===== config.mk =====
export PLATFORM = sky130hd
export DESIGN_NAME = pipe_ctrl
export DESIGN_NICKNAME = d
export VERILOG_FILES = /design/src/rtl/pipe_ctrl.sv
export SDC_FILE = /design/constraint.sdc
export NUM_CORES = 1
export LEC_CHECK = 0
export CAP_MARGIN = 20
export CORE_MARGIN = 2
export CORE_UTILIZATION = 30
export CTS_BUF_LIST = sky130_fd_sc_hd__clkbuf_2
export DETAILED_ROUTE_END_ITERATION = 7
export HOLD_SLACK_MARGIN = 0.12
export PLACE_DENSITY = 0.89
export SLEW_MARGIN = 20
export SYNTH_ARGS = -nofsm -noshare
export SYNTH_HDL_FRONTEND = slang
export SYNTH_SLANG_ARGS = --single-unit
export TNS_END_PERCENT = 100

===== constraint.sdc =====
create_clock -name clk_i -period 1.9 [get_ports clk_i]
set_clock_uncertainty 0.1 [all_clocks]
set_input_delay 0.38 -clock clk_i [delete_from_list [all_inputs] [get_ports clk_i]]
set_output_delay 0.38 -clock clk_i [all_outputs]
set_load 0.01 [all_outputs]

===== src/rtl/pipe_ctrl.sv =====
// rtl/pipe_ctrl.sv - pipeline stall/flush controller with exception state and PC redirect
module pipe_ctrl #(
  parameter logic [29:0] EXP_VECTOR = 30'h0000_0000
) (
  input  logic        clk_i,
  input  logic        rst_i,
  // stall/flush towards the pipeline registers
  output logic        if_stall_o,
  output logic        if_flush_o,
  output logic        id_stall_o,
  output logic        id_flush_o,
  output logic        ex_stall_o,
  output logic        ex_flush_o,
  output logic        mem_stall_o,
  output logic        mem_flush_o,
  // bus status
  input  logic        if_busy_i,
  input  logic        mem_busy_i,
  // decode-stage hazard and branch information
  input  logic [4:0]  dec_ra_addr_i,
  input  logic [4:0]  dec_rb_addr_i,
  input  logic        dec_ra_use_i,
  input  logic        dec_rb_use_i,
  input  logic        dec_br_taken_i,
  input  logic [29:0] dec_br_addr_i,
  // instruction currently in EX (ID register outputs)
  input  logic        id_en_i,
  input  logic [1:0]  id_mem_op_i,
  input  logic [4:0]  id_dst_addr_i,
  input  logic        id_gpr_we_n_i,
  // MEM-stage events
  input  logic        mem_en_i,
  input  logic [29:0] mem_pc_i,
  input  logic [2:0]  mem_exp_code_i,
  input  logic [1:0]  mem_ctrl_op_i,
  // redirect and exception state
  output logic [29:0] new_pc_o,
  output logic        new_pc_valid_o,
  output logic [29:0] epc_o,
  output logic [2:0]  exp_cause_o,
  output logic        exe_mode_o,
  output logic        halted_o
);

  localparam logic [1:0] MEM_OP_LDW     = 2'd1;
  localparam logic [1:0] CTRL_OP_ERET   = 2'd2;
  localparam logic [2:0] ISA_EXP_NO_EXP = 3'd0;
  localparam logic       ENABLE_N       = 1'b0;

  typedef enum logic [1:0] {
    ST_RUN  = 2'd0,
    ST_TRAP = 2'd1,
    ST_HALT = 2'd2
  } state_t;

  state_t      state_q;
  logic [29:0] epc_q;
  logic [2:0]  cause_q;
  logic        exe_mode_q;
  logic        halted_q;

  // per-stage controls, bit 3 = IF ... bit 0 = MEM
  logic [3:0]  stall;
  logic [3:0]  flush;
  logic        busy;
  logic        exc_take;
  logic        eret_take;
  logic        load_use;

  assign busy      = if_busy_i | mem_busy_i;
  assign exc_take  = mem_en_i && (mem_exp_code_i != ISA_EXP_NO_EXP);
  assign eret_take = mem_en_i && (mem_ctrl_op_i == CTRL_OP_ERET);
  assign load_use  = id_en_i && (id_mem_op_i == MEM_OP_LDW) && (id_gpr_we_n_i == ENABLE_N) &&
                     ((dec_ra_use_i && (dec_ra_addr_i == id_dst_addr_i)) ||
                      (dec_rb_use_i && (dec_rb_addr_i == id_dst_addr_i)));

  // prioritised event decode: first matching event owns stall/flush/redirect this cycle
  always_comb begin
    stall          = 4'b0000;
    flush          = 4'b0000;
    new_pc_o       = 30'h0;
    new_pc_valid_o = 1'b0;
    if (rst_i) begin
      flush = 4'b1111;
    end else if (state_q == ST_HALT) begin
      stall = 4'b1111;
    end else if (busy) begin
      stall = 4'b1111;
    end else if (exc_take) begin
      flush          = 4'b1111;
      new_pc_o       = EXP_VECTOR;
      new_pc_valid_o = 1'b1;
    end else if (eret_take) begin
      flush          = 4'b1111;
      new_pc_o       = epc_q;
      new_pc_valid_o = 1'b1;
    end else if (load_use) begin
      // hold fetch and inject a bubble into EX; the branch waits for the retry
      stall[3] = 1'b1;
      flush[2] = 1'b1;
    end else if (dec_br_taken_i) begin
      flush[3]       = 1'b1;
      new_pc_o       = dec_br_addr_i;
      new_pc_valid_o = 1'b1;
    end
  end

  assign if_stall_o  = stall[3];
  assign id_stall_o  = stall[2];
  assign ex_stall_o  = stall[1];
  assign mem_stall_o = stall[0];
  assign if_flush_o  = flush[3];
  assign id_flush_o  = flush[2];
  assign ex_flush_o  = flush[1];
  assign mem_flush_o = flush[0];

  // exception FSM and saved state; busy cycles defer MEM events rather than drop them
  always_ff @(posedge clk_i) begin
    if (rst_i) begin
      state_q    <= ST_RUN;
      epc_q      <= 30'h0;
      cause_q    <= ISA_EXP_NO_EXP;
      exe_mode_q <= 1'b0;
      halted_q   <= 1'b0;
    end else begin
      case (state_q)
        ST_RUN, ST_TRAP: begin
          state_q <= ST_RUN;
          if (!busy) begin
            if (exc_take) begin
              if (exe_mode_q) begin
                // fault inside the handler: freeze, keep the original EPC/cause
                state_q  <= ST_HALT;
                halted_q <= 1'b1;
              end else begin
                state_q    <= ST_TRAP;
                epc_q      <= mem_pc_i;
                cause_q    <= mem_exp_code_i;
                exe_mode_q <= 1'b1;
              end
            end else if (eret_take) begin
              exe_mode_q <= 1'b0;
            end
          end
        end
        default: state_q <= ST_HALT;
      endcase
    end
  end

  assign epc_o       = epc_q;
  assign exp_cause_o = cause_q;
  assign exe_mode_o  = exe_mode_q;
  assign halted_o    = halted_q;

endmodule


==> results.tsv, run 1 <==
metric	value	unit
violated checks	setup timing	
Initial Utilization	0.308	
Post-synth top cells	nand2_1 (67), a21oi_1 (37), dfxtp_1 (37)	
Slew headroom	0.786	
Synth Area in Compound Gates	0.268	
VDD IR max	0.360	mV
number of global-route vias before repair	2466	
Post-synth EDFFs	0	
Critical Path RT	1.42	ns
P_int	1.48	mW
GRT Total Usage	0.213	
met2 usage	0.402	
Final setup viols	39	
Hold WC Path Type	primary input to register	
initial antenna violation count	0	
WP data arrival	2.12	ns
DR vias/cell	4.91	
mean routed wirelength per cell	16.0	microns
Synth Area in Adders	0	
Slew @ Worst Pin	0.319	ns
clock share of power	0.326	
Seq cells post-synth	37	
number of CTS-inserted buffers	5	
Hold Worst Slack	0.237	ns
die area	7140	sq um
Max Freq	384	MHz
syn_nets	326	
outcome	complete, but fails checks	
fin. max-slew vios	0	
M1 GR Usage	0.236	
FP Rows	29	
number of distinct library cells after synthesis	32	
Seq pwr share	0.411	
Reg2Reg Launch Point	state_q[1]$_SDFF_PP0_	
iteration count of the initial detailed-routing pass	4	
largest family of logic cells by synthesized area	compound AO/OA/AOI/OAI gates	
final net count	532	
crit-path max FO	5	
leak pwr	1.75	nW
Core ar.	6310	sq um
grt peak-use layer	met2	
hold depth	3	
mux cell area share after synthesis	0	
Async SR Flop Fraction	0	
PortBufs	165	
min cycle time layout	2.60	ns
Synth Area per Inst	8.30	sq um
cell taking the most area after synthesis	dfxtp_1	
CTS root buf	clkbuf_2	
XOR/XNOR Fraction of Synth Area	0.0451	
antenna diode count	0	
Worst R2R End	epc_o[22]$_SDFFE_PP0P_	
post-route ant nets	0	
P_sw	0.519	mW
IO Pins	166	
Simple-Gate Fraction of Synth Area	0.226	
CTS tree	done	
Placed Cells	472	
Final HPWL DP	5.41	mm
Top FF cell, synth	dfxtp_1	
Power Total	2.00	mW
endpoint class of the critical path	output pin	
Die H	84.5	microns
GPL Wtd Cong	0.806	
R2R setup slack	0.24	ns
Yosys top cell area share	0.381	
Final Hold Fails	0	
Worst Reg2Reg Path Length in Cells	6	
unrepaired setup endpoints after global routing	true	
Sw Share	0.259	
crit path kind	primary input to output pin	
Power Density	482	nW/um^2
grt ovf	0	
Die Wd	84.5	microns
period utilization	1.37	
vias	2544	
top area cells in the synthesized netlist	dfxtp_1 (38%), a22o_1 (14%), nand2_1 (13%), a21oi_1 (9.5%), buf_6 (3.5%)	
sequential share of the synthesized area	0.381	
Logic pwr share	0.263	
hold endpoint	exp_cause_o[1]$_SDFFE_PP0P_	
Hold Startpoint	mem_exp_code_i[1]	
Worst-path clk slew	0.21	ns
maxcap violations	0	
final worst slack	-0.702	ns
Mapped Cells	234	
clk buf depth	2	
post-synthesis cell area	1940	sq um
first-pass GRT wire length	12.2	mm
clock sink count	37	
met3 usage	0.0501	
routed wire length	8.27	mm
H-Tree Depth	2	
startpoint types	primary input	
clock latency on the worst-skew pair	0.39	ns
yosys warns	0	
Post-Layout Cell Count	518	
Post-route DRC	0	
most numerous cell in the Yosys netlist	nand2_1	
ratio of cells with drive above 1 in the final layout	0.374	
largest net degree at the start of global routing	28	
Area Overhead vs Synth	114	%
DRT iter0 DRCs	61	
final cell utilization of the core	0.658	
-- area by class of cell --
cell class                      instances  area (sq um)
Clock inverter                          3          68.8
Clock buffer                            5          25.0
Multi-Input combinational cell        175          1230
Sequential cell                        37           763
Tap cell                               77          96.3
Fill cell                             520          2160
Timing Repair Buffer                  218          1960
Inverter                                3          11.3
-- sequential cells by signal, summed over array words and instances (netlist names) --
name,count
epc_o,30
exe_mode_o,1
exp_cause_o,3
halted_o,1
state_q,2
-- cell families (layout without fill, tap and decap cells) --
kind of cell / Yosys count / in the layout
AO/OA/AOI/OAI: 74 / 74
XOR/XNOR: 10 / 10
buffers and inverters: 24 / 229
flip-flops: 37 / 37
AND/OR/NAND/NOR: 89 / 91
-- metal layers --
metal / part of all wire / vias up
li1: - / 1218
met1: 0.36 / 1197
met2: 0.54 / 104
met3: 0.067 / 25
met4: 0.028 / 0
met5: 0 / -
-- stage by stage --
step / setup slack, ns / instance area [sq um] / TNS [ns]
finish: -0.702 / 4160 / -23.29
global route: -0.764 / 4160 / -25.53
CTS: -0.613 / 4010 / -19.27
detailed placement: -1.30 / 3700 / -60.52
global placement: -1.26 / 3700 / -58.13
floorplan: -0.131 / 1960 / -3.93
-- worst max-delay path by stage --
| stage | from | endpoint | cells after the start |
|---|---|---|---|
| final | id_mem_op_i[1] | new_pc_o[22] | 9 |
| after global routing | dec_ra_addr_i[3] | new_pc_o[24] | 9 |
| after CTS | dec_rb_addr_i[4] | new_pc_o[25] | 10 |
| after detailed placement | mem_exp_code_i[2] | new_pc_o[27] | 7 |
| after global placement | mem_exp_code_i[2] | new_pc_o[7] | 7 |
| after floorplan | id_gpr_we_n_i | new_pc_o[0] | 5 |
-- cells in the final DEF (no fill, tap or decap), types with 2 or more instances in the layout --
cell             synthesis  routed
nand2_1                 67      66
buf_12                   0       4
clkdlybuf4s15_1          0       3
a21oi_1                 37      34
dfxtp_2                  0      15
inv_1                    3       2
clkdlybuf4s50_1          0      96
buf_6                    6      26
and3b_2                  0       2
clkbuf_2                 0       9
nor4_4                   1       2
nor2_2                   0       2
nor2_1                   7       5
xnor2_2                  0       2
buf_2                    7      42
bufinv_16                0       2
dfxtp_1                 37      21
xnor2_1                  5       2
a21oi_2                  0       3
xor2_2                   0       5
a22o_1                  30      30
buf_4                    3      30
dlygate4sd2_1            0       9
-- worst max-delay path, stage by stage --
cell,delay [ns]
buf_6,0.09
nand4bb_4,0.24
nor4_4,0.39
a21boi_2,0.13
buf_4,0.15
and3b_2,0.24
buf_6,0.14
a22o_1,0.21
buf_2,0.13
-- power groups by stage --
stage / combinational, mW / clock (mW) / sequential (mW)
after floorplan: 0.145 / 0 / 0.843
after global placement: 0.462 / 0 / 0.835
after detailed placement: 0.471 / 0 / 0.836
after CTS: 0.488 / 0.668 / 0.822
after global routing: 0.558 / 0.697 / 0.826
final: 0.527 / 0.653 / 0.822
-- what timing repair did --
item / CTS / global route
gates cloned: 3 / 0
hold endpoints to repair: 0 / 1
hold buffers: 0 / 1
setup endpoints to repair: 40 / 54
buffers inserted: 25 / 9
pin swaps: 51 / 15
gates resized for setup: 260 / 48
No activity file was read; power rests on OpenSTA's default activity.
==> run 2, diff against run 1 <==
--- a/config.mk
+++ b/config.mk
@@ -5,7 +5,7 @@
 export SDC_FILE = /design/constraint.sdc
 export NUM_CORES = 1
 export LEC_CHECK = 0
-export CAP_MARGIN = 20
+export CAP_MARGIN = 30
 export CORE_MARGIN = 2
 export CORE_UTILIZATION = 30
 export CTS_BUF_LIST = sky130_fd_sc_hd__clkbuf_2
==> results of run 2 <==
The final DEF is identical to that of run 1; final timing and power are the same.
==> run 3, diff against run 2 <==
--- a/config.mk
+++ b/config.mk
@@ -5,7 +5,7 @@
 export SDC_FILE = /design/constraint.sdc
 export NUM_CORES = 1
 export LEC_CHECK = 0
-export CAP_MARGIN = 30
+export CAP_MARGIN = 0
 export CORE_MARGIN = 2
 export CORE_UTILIZATION = 30
 export CTS_BUF_LIST = sky130_fd_sc_hd__clkbuf_2
==> results of run 3 <==
The final DEF is identical to that of run 1; final timing and power are the same.
